--- config.mk ---
export PLATFORM = sky130hd
export DESIGN_NAME = uart_tx_periph
export DESIGN_NICKNAME = d
export VERILOG_FILES = /design/src/rtl/uart_tx_periph.sv
export SDC_FILE = /design/constraint.sdc
export NUM_CORES = 1
export LEC_CHECK = 0
export BUFFER_PORTS_ARGS = -buffer_cell sky130_fd_sc_hd__buf_2
export CORE_UTILIZATION = 58
export CTS_BUF_LIST = sky130_fd_sc_hd__clkbuf_4 sky130_fd_sc_hd__clkbuf_8
export CTS_CLUSTER_DIAMETER = 100
export CTS_CLUSTER_SIZE = 30
export DETAILED_ROUTE_END_ITERATION = 6
export GPL_TIMING_DRIVEN = 0
export PLACE_DENSITY = 0.92
export SETUP_SLACK_MARGIN = 0.15
export SYNTH_ARGS = -nofsm -noshare
export SYNTH_HDL_FRONTEND = slang
export SYNTH_SLANG_ARGS = --single-unit
--- constraint.sdc ---
create_clock -name clk -period 7.4 [get_ports clk]
set_input_delay 0.74 -clock clk [delete_from_list [all_inputs] [get_ports clk]]
set_output_delay 0.74 -clock clk [all_outputs]
set_load 0.005 [all_outputs]
--- src/rtl/uart_tx_periph.sv ---
// uart_tx_periph: memory-mapped UART transmitter on the CPU data-memory bus.
// Register map (byte addresses):
//   BASE_ADDR+0 TXDATA  write pushes wdata[7:0] into the TX FIFO, reads 0
//   BASE_ADDR+4 STATUS  {parity_present, overflow, tx_done, empty, full, busy};
//                       tx_done (bit3) and overflow (bit4) are write-1-to-clear
//   BASE_ADDR+8 CTRL    bit0 = irq_en
// The serializer emits 8N1 frames, LSB first, BAUD_DIV clocks per bit.
// Optional feature macro: UART_TX_PARITY_EN adds an even-parity bit between
// the data bits and the stop bit (8E1) and makes STATUS bit5 read 1.
`timescale 1ns/1ps

module uart_tx_periph #(
  parameter logic [31:0] BASE_ADDR  = 32'h4000_0018,
  parameter int          BAUD_DIV   = 434,  // clocks per bit, >= 2
  parameter int          FIFO_DEPTH = 4     // power of two, >= 2
) (
  input  logic        clk,
  input  logic        reset,    // asynchronous, active low
  input  logic        rd,
  input  logic        wr,
  input  logic [31:0] addr,
  input  logic [31:0] wdata,
  output logic [31:0] rdata,
  output logic        UART_TX,
  output logic        irqout
);

  localparam int BW = $clog2(BAUD_DIV);
  localparam int PW = $clog2(FIFO_DEPTH);
  localparam int CW = PW + 1;
  localparam logic [BW-1:0] BAUD_LAST = BW'(BAUD_DIV - 1);
  localparam logic [CW-1:0] COUNT_FULL = CW'(FIFO_DEPTH);

`ifdef UART_TX_PARITY_EN
  localparam logic PARITY_PRESENT = 1'b1;
`else
  localparam logic PARITY_PRESENT = 1'b0;
`endif

  typedef enum logic [2:0] {
    ST_IDLE,
    ST_START,
    ST_DATA,
`ifdef UART_TX_PARITY_EN
    ST_PARITY,
`endif
    ST_STOP
  } state_t;

  // ---------------------------------------------------------------------------
  // Bus decode
  // ---------------------------------------------------------------------------
  logic sel_txdata;
  logic sel_status;
  logic sel_ctrl;
  logic push_req;
  logic push_ok;
  logic push_drop;
  logic status_wr;
  logic ctrl_wr;

  assign sel_txdata = (addr == BASE_ADDR);
  assign sel_status = (addr == BASE_ADDR + 32'd4);
  assign sel_ctrl   = (addr == BASE_ADDR + 32'd8);

  // Only the low byte of TXDATA and a few control bits are meaningful.
  logic unused_wdata;
  assign unused_wdata = ^wdata[31:8];

  // ---------------------------------------------------------------------------
  // TX FIFO
  // ---------------------------------------------------------------------------
  logic [7:0]    fifo_mem [FIFO_DEPTH];
  logic [PW-1:0] wr_ptr_reg, wr_ptr_next;
  logic [PW-1:0] rd_ptr_reg, rd_ptr_next;
  logic [CW-1:0] count_reg, count_next;
  logic          fifo_full;
  logic          fifo_empty;
  logic          pop;

  assign fifo_full  = (count_reg == COUNT_FULL);
  assign fifo_empty = (count_reg == '0);

  // Fullness uses the count before any same-cycle pop, so a push that lands
  // while full is dropped even if the serializer frees a slot on that edge.
  assign push_req  = wr & sel_txdata;
  assign push_ok   = push_req & ~fifo_full;
  assign push_drop = push_req & fifo_full;
  assign status_wr = wr & sel_status;
  assign ctrl_wr   = wr & sel_ctrl;

  // Pointer and occupancy update; pointers wrap naturally at FIFO_DEPTH.
  always_comb begin
    wr_ptr_next = wr_ptr_reg + PW'(push_ok);
    rd_ptr_next = rd_ptr_reg + PW'(pop);
    count_next  = count_reg + CW'(push_ok) - CW'(pop);
  end

  // FIFO bookkeeping registers.
  always_ff @(posedge clk or negedge reset) begin
    if (!reset) begin
      wr_ptr_reg <= '0;
      rd_ptr_reg <= '0;
      count_reg  <= '0;
    end else begin
      wr_ptr_reg <= wr_ptr_next;
      rd_ptr_reg <= rd_ptr_next;
      count_reg  <= count_next;
    end
  end

  // FIFO storage write port; storage needs no reset because count gates it.
  always_ff @(posedge clk) begin
    if (push_ok) begin
      fifo_mem[wr_ptr_reg] <= wdata[7:0];
    end
  end

  // ---------------------------------------------------------------------------
  // Serializer FSM
  // ---------------------------------------------------------------------------
  state_t        state_reg, state_next;
  logic [BW-1:0] baud_reg, baud_next;
  logic [2:0]    bit_reg, bit_next;
  logic [7:0]    shift_reg;
  logic          shift_en;
  logic          frame_end;
  logic          tx_reg, tx_next;
  logic          baud_wrap;
`ifdef UART_TX_PARITY_EN
  logic          parity_reg, parity_next;
`endif

  assign baud_wrap = (baud_reg == BAUD_LAST);

  // Next-state, counters, FIFO pop and the value the line takes after the edge.
  always_comb begin
    state_next  = state_reg;
    baud_next   = baud_reg;
    bit_next    = bit_reg;
    pop         = 1'b0;
    shift_en    = 1'b0;
    frame_end   = 1'b0;
    tx_next     = 1'b1;
`ifdef UART_TX_PARITY_EN
    parity_next = parity_reg;
`endif

    case (state_reg)
      ST_IDLE: begin
        if (!fifo_empty) begin
          pop        = 1'b1;
          state_next = ST_START;
          baud_next  = '0;
          bit_next   = '0;
`ifdef UART_TX_PARITY_EN
          parity_next = 1'b0;
`endif
        end
      end

      ST_START: begin
        if (baud_wrap) begin
          baud_next  = '0;
          state_next = ST_DATA;
        end else begin
          baud_next = baud_reg + BW'(1);
        end
      end

      ST_DATA: begin
        if (baud_wrap) begin
          baud_next = '0;
          shift_en  = 1'b1;
`ifdef UART_TX_PARITY_EN
          parity_next = parity_reg ^ shift_reg[0];
`endif
          if (bit_reg == 3'd7) begin
`ifdef UART_TX_PARITY_EN
            state_next = ST_PARITY;
`else
            state_next = ST_STOP;
`endif
          end else begin
            bit_next = bit_reg + 3'd1;
          end
        end else begin
          baud_next = baud_reg + BW'(1);
        end
      end

`ifdef UART_TX_PARITY_EN
      ST_PARITY: begin
        if (baud_wrap) begin
          baud_next  = '0;
          state_next = ST_STOP;
        end else begin
          baud_next = baud_reg + BW'(1);
        end
      end
`endif

      ST_STOP: begin
        if (baud_wrap) begin
          baud_next = '0;
          frame_end = 1'b1;
          // Chain straight into the next start bit so queued frames are
          // contiguous on the line.
          if (!fifo_empty) begin
            pop        = 1'b1;
            state_next = ST_START;
            bit_next   = '0;
`ifdef UART_TX_PARITY_EN
            parity_next = 1'b0;
`endif
          end else begin
            state_next = ST_IDLE;
          end
        end else begin
          baud_next = baud_reg + BW'(1);
        end
      end

      default: begin
        state_next = ST_IDLE;
        baud_next  = '0;
        bit_next   = '0;
      end
    endcase

    // Line level registered from next-cycle state so UART_TX never glitches.
    case (state_next)
      ST_START:  tx_next = 1'b0;
      ST_DATA:   tx_next = shift_en ? shift_reg[1] : shift_reg[0];
`ifdef UART_TX_PARITY_EN
      ST_PARITY: tx_next = parity_next;
`endif
      default:   tx_next = 1'b1;
    endcase
  end

  // FSM state, counters and the registered serial output.
  always_ff @(posedge clk or negedge reset) begin
    if (!reset) begin
      state_reg  <= ST_IDLE;
      baud_reg   <= '0;
      bit_reg    <= '0;
      tx_reg     <= 1'b1;
`ifdef UART_TX_PARITY_EN
      parity_reg <= 1'b0;
`endif
    end else begin
      state_reg  <= state_next;
      baud_reg   <= baud_next;
      bit_reg    <= bit_next;
      tx_reg     <= tx_next;
`ifdef UART_TX_PARITY_EN
      parity_reg <= parity_next;
`endif
    end
  end

  // Shift register doubles as the FIFO's registered read port.
  always_ff @(posedge clk) begin
    if (pop) begin
      shift_reg <= fifo_mem[rd_ptr_reg];
    end else if (shift_en) begin
      shift_reg <= {1'b0, shift_reg[7:1]};
    end
  end

  // ---------------------------------------------------------------------------
  // Status flags, control and interrupt
  // ---------------------------------------------------------------------------
  logic tx_done_reg;
  logic overflow_reg;
  logic irq_en_reg;
  logic irq_reg;
  logic busy;

  assign busy = (state_reg != ST_IDLE);

  // Sticky flags: a hardware set on the same edge as a W1C clear wins.
  always_ff @(posedge clk or negedge reset) begin
    if (!reset) begin
      tx_done_reg  <= 1'b0;
      overflow_reg <= 1'b0;
      irq_en_reg   <= 1'b0;
      irq_reg      <= 1'b0;
    end else begin
      if (frame_end) begin
        tx_done_reg <= 1'b1;
      end else if (status_wr && wdata[3]) begin
        tx_done_reg <= 1'b0;
      end

      if (push_drop) begin
        overflow_reg <= 1'b1;
      end else if (status_wr && wdata[4]) begin
        overflow_reg <= 1'b0;
      end

      if (ctrl_wr) begin
        irq_en_reg <= wdata[0];
      end

      irq_reg <= irq_en_reg & tx_done_reg;
    end
  end

  // Side-effect-free combinational read mux.
  always_comb begin
    rdata = 32'h0;
    if (rd) begin
      if (sel_status) begin
        rdata = {26'b0, PARITY_PRESENT, overflow_reg, tx_done_reg,
                 fifo_empty, fifo_full, busy};
      end else if (sel_ctrl) begin
        rdata = {31'b0, irq_en_reg};
      end
    end
  end

  assign UART_TX = tx_reg;
  assign irqout  = irq_reg;

endmodule

==> flow_summary.ini, run 1 <==
[detailed_routing]
avgRoutedWirePerCell_um = 14.9
drc_errors = 0
drt-initial-drc-count = 266
dr_total_vias = 2327
vias_per_cell = 5.44
wirelength_um = 6390
ant_nets = 0
drtPass1Iterations = 6

[logic_synthesis]
synthMuxAreaShare_pct = 11.2
syn_avg_cell_area_um2 = 13.1
yosys.area_share.xor_xnor_pct = 1.27
synth_top_family_by_area = simple AND/OR/NAND/NOR gates
syn_inst = 263
synth_top_flop_cell = edfxtp_1
synth.ff_latch_count = 67
ys_warn_count = 0
async_flop_share_pct = 40.3
synth_area_um2 = 3450
synth_fa_ha_area_share_pct = 3.48
yosysSeqAreaShare_pct = 54.4
synthDistinctLibCells = 52
synth_compound_area_share_pct = 4.78
synth-simple-area-share_pct = 15.9
synth-edff-count = 40

[power]
combPwrFrac_pct = 5.7
p_leak_nw = 1.80
p_switching_mw = 0.171
power.share.clock_pct = 41.3
ir_drop_uv = 223
seq_power_share_pct = 53.0
power_density_nw_per_um2 = 183
internal_power_mw = 0.578
p_sw_share_pct = 22.9
total_power_mw = 0.750

[die]
rows = 27
initial_utilization_pct = 61.6
core_um2 = 5610
die_area_um2 = 6270
die_w_um = 79.2
die_h_um = 79.2
ios = 102

[cts]
hold_buffers = 0
cts_sinks = 67
clkSlewWorstSetupHoldPaths_ns = 0.08
clk_path_buf_depth = 2
cts-resized-gates = 0
post_cts_buffers = 0
cts_tree = yes
cts_made_buffers = 9
clock_latency_ns = 0.34
cts_max_level = 3
cts-root-buf = clkbuf_8

[setup_path]
critPathBufInv = 1
worstPathMaxFanout = 8
cpMaxStageDelayCell = nor3b_1
crit_chain = buf_2 > nor4_1 > nand3_1 > or4_4 > nor3b_1
reg2reg_depth = 13
reg2reg_slack_ns = 4.59
timing.rr.end = count_reg[2]
end_kind = register
slowest_delay_ns = 1.02
r2r_start = baud_reg[1]
cp_top_family = simple AND/OR/NAND/NOR gates
criticalPathCategory = input pin to register
start_kind = input pin
cp.arrival_ns = 3.07
crit_required_ns = 7.36
startpoint = addr[20]

[sta]
rsz0062_at_grt = false
worst_slew_pin_slew_ns = 1.26
fin_tns_setup_ns = 0
report.final.slew_viol_count = 0
hold_slack_ns = 0.396
setup_viol = 0
hold_viol = 0
slew_headroom_pct = 15.9
fmax_ghz = 0.322
fin_skew_ns = 0.00467
period_needed_ns = 3.10
finalCritPeriodShare_pct = 41.9

[final_layout]
syn2layout_area_growth_pct = 18.9
regArea_um2 = 1880
largest_reg_flops = 32
drive_above_1_share_pct = 36.0
diodes = 0
fin_nets = 428
multi_input_area_um2 = 1380
n_fill_cell = 385
layout.cells.non_filler = 428

[placement]
dp_cells = 412
port_buffers = 50
hpwl_um = 4550
place.gp.congestion = 0.834

[flow_run]
cap_violations = 0

[global_route]
grt_pass1_wl_um = 10500
grt_pass1_vias = 2223
grt_max_degree = 28
grt_usage_pct = 23.1
overflow = 0
antenna_found_initial = 0

[outcome]
outcome = completed

[worst_hold_path]
hp-class = input pin to async pin
==> cell usage in the layout (no fill, tap or decap), types with 2 or more instances in the layout <==
| cell type | instances |
|---|---|
| buf_2 | 50 |
| edfxtp_1 | 40 |
| buf_4 | 29 |
| conb_1 | 28 |
| dfrtp_1 | 26 |
| inv_1 | 15 |
| nand2_1 | 15 |
| nand3_1 | 14 |
| clkbuf_8 | 9 |
| and2_1 | 8 |
| mux4_2 | 8 |
| mux2i_1 | 8 |
| ha_1 | 8 |
| mux2_4 | 7 |
| a21oi_1 | 7 |
| nor2_1 | 6 |
| o21ai_0 | 6 |
| nand4_1 | 5 |
| and3_1 | 5 |
| clkbuf_1 | 4 |
| nor4_1 | 4 |
| inv_6 | 4 |
| nor4_4 | 3 |
| and4_1 | 3 |
| nor3b_1 | 3 |
| xor2_1 | 3 |
| nor3_1 | 2 |
| nor2b_1 | 2 |
| xnor2_1 | 2 |
| o41ai_1 | 2 |
| mux2_2 | 2 |
==> worst max path at each step <==
stage	cells past startpoint	slack [ns]	end
6_report	5	4.30	fifo_mem[2][0]
5_1_grt	5	4.14	fifo_mem[2][1]
4_1_cts	5	4.26	fifo_mem[0][0]
3_5_place_dp	5	3.95	fifo_mem[2][5]
3_3_place_gp	5	3.97	fifo_mem[2][5]
2_1_floorplan	4	4.57	fifo_mem[2][0]
==> metal layers <==
layer / global-route usage, % / vias up / share of wire [%]
li1: - / 1100 / -
met1: 28.4 / 1120 / 40
met2: 37.5 / 89 / 51
met3: 7.24 / 18 / 5.3
met4: 10.4 / 0 / 2.8
met5: 0 / - / 0
==> final cells by class <==
type,instances,area share [%]
plain buffers,34,5.94
multi-input cells,173,33.6
inverters,16,1.46
clock buffers,9,3.02
well taps,72,2.19
flip-flops and latches,67,45.7
clock inverters,7,1.98
repair buffers,50,6.10
==> Yosys cell counts, types with 5 or more instances <==
master,n,area [µm²]
mux2_4,7,105
and3_1,5,31.3
edfxtp_1,40,1200
nor2_1,6,22.5
dfrtp_1,26,651
nand4_1,5,31.3
nand2_1,15,56.3
mux4_2,8,180
inv_1,15,56.3
nand3_1,14,70.1
o21ai_0,6,30.0
buf_4,29,218
ha_1,8,100
and2_1,8,50.1
a21oi_1,7,35.0
mux2i_1,8,80.1
==> cell families (layout without fill, tap and decap cells) <==
family | Yosys count | in the layout
muxes | 25 | 25
and+or+nand+nor | 82 | 82
xor gates and xnor gates | 5 | 5
other | 1 | 28
DFF | 67 | 67
AOI/OAI and AO/OA | 24 | 24
buffers and inverters | 50 | 116
adders and majority gates | 9 | 9
==> power by group through the flow <==
| stage | combinational, mW | sequential (mW) | clock (mW) |
|---|---|---|---|
| floorplan | 0.0213 | 0.405 | 0 |
| global placement | 0.0408 | 0.405 | 0 |
| detailed placement | 0.0423 | 0.405 | 0 |
| CTS | 0.0424 | 0.397 | 0.314 |
| global route | 0.0480 | 0.397 | 0.329 |
| finish | 0.0430 | 0.397 | 0.309 |
==> metrics by stage <==
| step | area (µm²) | setup slack (ns) | utilization, % |
|---|---|---|---|
| after floorplan | 3550 | 4.57 | - |
| after global placement | 3890 | 3.97 | 69.5 |
| after detailed placement | 3890 | 3.95 | 69.5 |
| after CTS | 4100 | 4.26 | 73.1 |
| after global routing | 4110 | 4.14 | 73.2 |
| final | 4110 | 4.30 | 73.2 |
Note: power is estimated with default switching activity, not from simulation.
==> run 2, diff against run 1 <==
Settings changed: CORE_UTILIZATION 58 to 54, PLACE_DENSITY 0.92 to 0.87.
Clock period 7.4 ns to 3.15 ns, I/O delays scaled along.
==> flow_summary.ini, run 2 (synthesis results as in run 1) <==
[power]
p_leak_nw = 1.80
power.share.clock_pct = 41.3
internal_power_mw = 1.35
power_density_nw_per_um2 = 428
total_power_mw = 1.76
seq_power_share_pct = 53.0
ir_drop_uv = 468
combPwrFrac_pct = 5.7
p_sw_share_pct = 23.3
p_switching_mw = 0.411

[die]
rows = 28
die_area_um2 = 6720
die_h_um = 82.0
die_w_um = 82.0
initial_utilization_pct = 57.0
core_um2 = 6060
ios = 102

[setup_path]
cp.arrival_ns = 3.12
crit_required_ns = 3.42
worstPathMaxFanout = 10
criticalPathCategory = register to register
r2r_start = baud_reg[0]
reg2reg_depth = 12
timing.rr.end = count_reg[2]
reg2reg_slack_ns = 0.30
start_kind = register
end_kind = register

[final_layout]
layout.cells.non_filler = 432
n_fill_cell = 428
fin_nets = 429
layout_common_cells = buf_2, edfxtp_1, buf_4, conb_1, dfrtp_1
largest_reg_flops = 32
fin_area_um2 = 4110
mostFrequentLayoutCell = buf_2
final_core_utilization_pct = 67.9
diodes = 0
drive_above_1_share_pct = 35.6
syn2layout_area_growth_pct = 19.1

[sta]
worst_slew_pin_slew_ns = 1.36
fin_skew_ns = 0.0163
rsz0062_at_grt = false
slew_headroom_pct = 8.85
fmax_ghz = 0.351
setup_slack_ns = 0.297
finalCritPeriodShare_pct = 90.6
report.final.slew_viol_count = 0
setup_viol = 0
period_needed_ns = 2.85
hold_viol = 0

[cts]
clock_latency_ns = 0.36
clkSlewWorstSetupHoldPaths_ns = 0.08
post_cts_buffers = 0
cts-root-buf = clkbuf_8
cts_made_buffers = 9
clk_path_buf_depth = 2
cts_tree = yes
cts_sinks = 67
cts_max_level = 3

[outcome]
outcome = completed

[placement]
dp_cells = 415
place_ws_ns = -0.00487
port_buffers = 50
place.gp.congestion = 0.789
hpwl_um = 4640
postPlaceCellArea_um2 = 3900

[worst_hold_path]
hp-class = input pin to register
min_to = fifo_mem[2][7]
whs_path_depth = 1
hp-start = wdata[7]

[detailed_routing]
ant_nets = 0
drtPass1Iterations = 4
avgRoutedWirePerCell_um = 14.9
drt-initial-drc-count = 112
wirelength_um = 6430
vias_per_cell = 5.29
drc_errors = 0
dr_total_vias = 2287

[flow_run]
cap_violations = 0

[global_route]
grt_usage_pct = 21.4
antenna_found_initial = 0
grt_pass1_wl_um = 10200
grt_max_degree = 28
grt_pass1_vias = 2105
overflow = 0
-- run 2: changes by cell type in the layout (fill, tap and decap cells not counted), sizes merged --
cell         delta
clkinvlp        +1
clkinv          +1
dlygate4sd3     +1
inv             -2
-- run 2: critical path, cell delays in order, from the launching register on --
cell     delay (ns)
dfrtp_1        0.44
ha_1           0.22
and4b_1        0.23
a31oi_2        0.22
or3_1          0.16
buf_6          0.18
inv_1          0.09
ha_1           0.27
inv_1          0.04
ha_1           0.19
fa_1           0.38
xnor2_1        0.20
xnor2_1        0.15
-- run 2: timing repair --
item	CTS	global route
setup endpoints to repair	0	1
hold endpoints to repair	26	0
hold buffers	1	0
resized for setup	0	1
-- run 2: layer usage --
metal / share of wire (%) / wire, µm / GRT usage, % / vias to the layer above
li1: - / - / - / 1101
met1: 41 / 2620 / 24.1 / 1102
met2: 53 / 3380 / 37.3 / 72
met3: 4.8 / 309 / 7.22 / 12
met4: 1.9 / 121 / 8.25 / 0
met5: 0 / 0 / 0 / -
-- run 2: power by group through the flow --
stage / combinational, mW / sequential, mW / clock, mW
global placement: 0.0958 / 0.952 / 0
floorplan: 0.0501 / 0.952 / 0
finish: 0.101 / 0.933 / 0.728
global route: 0.115 / 0.933 / 0.763
CTS: 0.101 / 0.933 / 0.730
detailed placement: 0.0993 / 0.952 / 0
-- run 2: worst max-delay path by stage --
stage,endpoint,startpoint,cells after the start
after floorplan,count_reg[2],baud_reg[0],12
after global placement,fifo_mem[2][2],addr[19],5
after detailed placement,fifo_mem[2][2],addr[19],5
after CTS,count_reg[2],baud_reg[0],12
after global routing,count_reg[2],baud_reg[1],13
final,count_reg[2],baud_reg[0],12
-- run 2: cell type report --
class                      count  area [µm²]  area share [%]
sequential                    67        1880            45.7
multi-input combinational    173        1380            33.5
timing repair buffer          51         260            6.33
buffer                        34         244            5.93
clock buffer                   9         124            3.01
tap                           75        93.8            2.28
clock inverter                 7        75.1            1.82
inverter                      16        60.1            1.46
-- run 2: stage by stage --
stage          hold WS, ns  setup TNS, ns
3_5_place_dp         0.368        -0.0362
2_1_floorplan       0.0194              0
4_1_cts              0.165              0
5_1_grt              0.162              0
6_report             0.171              0
3_3_place_gp         0.354              0
==> run 3, diff against run 2 <==
Settings changed: CORE_ASPECT_RATIO set to 0.7, PLACE_DENSITY 0.87 to 0.82.
==> flow_summary.ini, run 3 (synthesis results as in run 1) <==
[final_layout]
syn2layout_area_growth_pct = 19.5
n_fill_cell = 433
fin_area_um2 = 4130
drive_above_1_share_pct = 36.1
diodes = 0
layout_common_cells = buf_2, edfxtp_1, buf_4, conb_1, dfrtp_1
largest_reg_flops = 32
mostFrequentLayoutCell = buf_2
fin_nets = 429

[power]
p_sw_share_pct = 23.2
ir_drop_uv = 286
total_power_mw = 1.77
power.share.clock_pct = 41.6
seq_power_share_pct = 52.6
combPwrFrac_pct = 5.8
power_density_nw_per_um2 = 430
p_switching_mw = 0.411
p_leak_nw = 1.82
internal_power_mw = 1.36

[detailed_routing]
drtPass1Iterations = 4
drc_errors = 0
avgRoutedWirePerCell_um = 14.5
drt-met1-wl_um = 2810
wirelength_um = 6260
wl_met3_um = 253
ant_nets = 0
maxUsedRoutingLayer = met4
dr_wl_met2_um = 3120
vias_per_cell = 5.22
dr_total_vias = 2257
drt-initial-drc-count = 108

[die]
die_area_um2 = 6720
rows = 23
initial_utilization_pct = 58.3
core_um2 = 5930
die_h_um = 68.9
ios = 102
die_w_um = 97.6

[global_route]
grt_pass1_vias = 2187
overflow = 0
antenna_found_initial = 0
grt_pass1_wl_um = 10200
grt_max_degree = 28
grt_usage_pct = 19.9

[sta]
rsz0062_at_grt = false
worst_slew_pin_slew_ns = 1.27
fmax_ghz = 0.359
period_needed_ns = 2.79
setup_viol = 0
setup_slack_ns = 0.361
fin_tns_setup_ns = 0
fin_skew_ns = 0.0121
slew_headroom_pct = 14.9
report.final.slew_viol_count = 0
hold_slack_ns = 0.192
finalCritPeriodShare_pct = 88.5
hold_viol = 0

[setup_path]
start_kind = register
criticalPathCategory = register to register
end_kind = register
cpMaxStageDelayCell = dfrtp_1
path_common_cell = ha_1
crit_chain = ha_1 > and4b_1 > a31oi_2 > or3_1 > buf_6 > inv_1 > ha_1 > inv_1 > ha_1 > fa_1 > xnor2_2 > xnor2_1
worstPathMaxFanout = 10
crit_required_ns = 3.38
cp.arrival_ns = 3.02
slowest_delay_ns = 0.43

[placement]
port_buffers = 50
postPlaceCellArea_um2 = 3900
hpwl_um = 4680
place.gp.congestion = 0.826
place_ws_ns = 0.165

[cts]
clock_latency_ns = 0.35
cts_tree = yes
clkSlewWorstSetupHoldPaths_ns = 0.08
post_cts_buffers = 0
cts_sinks = 67
cts_max_level = 3
clk_path_buf_depth = 2
cts_made_buffers = 9
cts-root-buf = clkbuf_8

[worst_hold_path]
hp-class = input pin to register

[outcome]
outcome = completed

[flow_run]
cap_violations = 0
## run 3: cell count changes in the layout (fill, tap and decap cells not counted), sizes merged
cell      delta
inv          +3
clkinvlp     -2
clkinv       -1
## run 3: path summary, 6_finish.rpt
path / slack, ns / from / depth (start not counted) / end
max: 0.36 / baud_reg[0] / 12 / count_reg[2]
max in group asynchronous: 2.21 / reset / 2 / bit_reg[2]
max reg2reg: 0.36 / baud_reg[0] / 12 / count_reg[2]
min reg2reg: 0.50 / baud_reg[8] / 1 / baud_reg[8]
min in group asynchronous: 0.52 / reset / 2 / count_reg[2]
min: 0.19 / wdata[2] / 1 / fifo_mem[3][2]
## run 3: metal layers
layer	GRT usage (%)	up-vias
li1	-	1096
met4	6.07	0
met3	5.54	11
met5	0	-
met2	35.4	48
met1	24.3	1102
## run 3: what timing repair did
action	in CTS	in global routing
hold buffers	1	0
hold endpoints to repair	6	0
endpoints found under the setup margin	0	1
gates resized for setup	0	2
## run 3: power by group through the flow
stage / Combinational (mW) / Sequential [mW] / Clock, mW
detailed placement: 0.0995 / 0.952 / 0
finish: 0.102 / 0.933 / 0.738
global placement: 0.0967 / 0.952 / 0
global route: 0.114 / 0.934 / 0.785
floorplan: 0.0501 / 0.952 / 0
CTS: 0.101 / 0.933 / 0.750
## run 3: final cells by class
class,count,area [µm²],area share [%]
Clock buffer,9,124,3.00
Sequential cell,67,1880,45.5
Multi-Input combinational cell,173,1390,33.6
Clock inverter,7,81.3,1.97
Timing Repair Buffer,51,260,6.30
Inverter,16,60.1,1.45
Tap cell,75,93.8,2.27
Buffer,34,244,5.91
## run 3: critical path, delay by kind of cell (launching register included)
kind / cells / cell delay [ns]
AND/OR/NAND/NOR: 2 / 0.38
XOR/XNOR: 2 / 0.29
flip-flops: 1 / 0.43
adder cells (fa/ha/maj): 4 / 1.09
AO/OA/AOI/OAI: 1 / 0.20
buffers and inverters: 3 / 0.30
## run 3: through the flow
stage,util [%],instances
5_1_grt,69.6,432
3_5_place_dp,65.8,415
4_1_cts,69.4,432
6_report,69.6,432
2_1_floorplan,-,290
3_3_place_gp,65.8,415
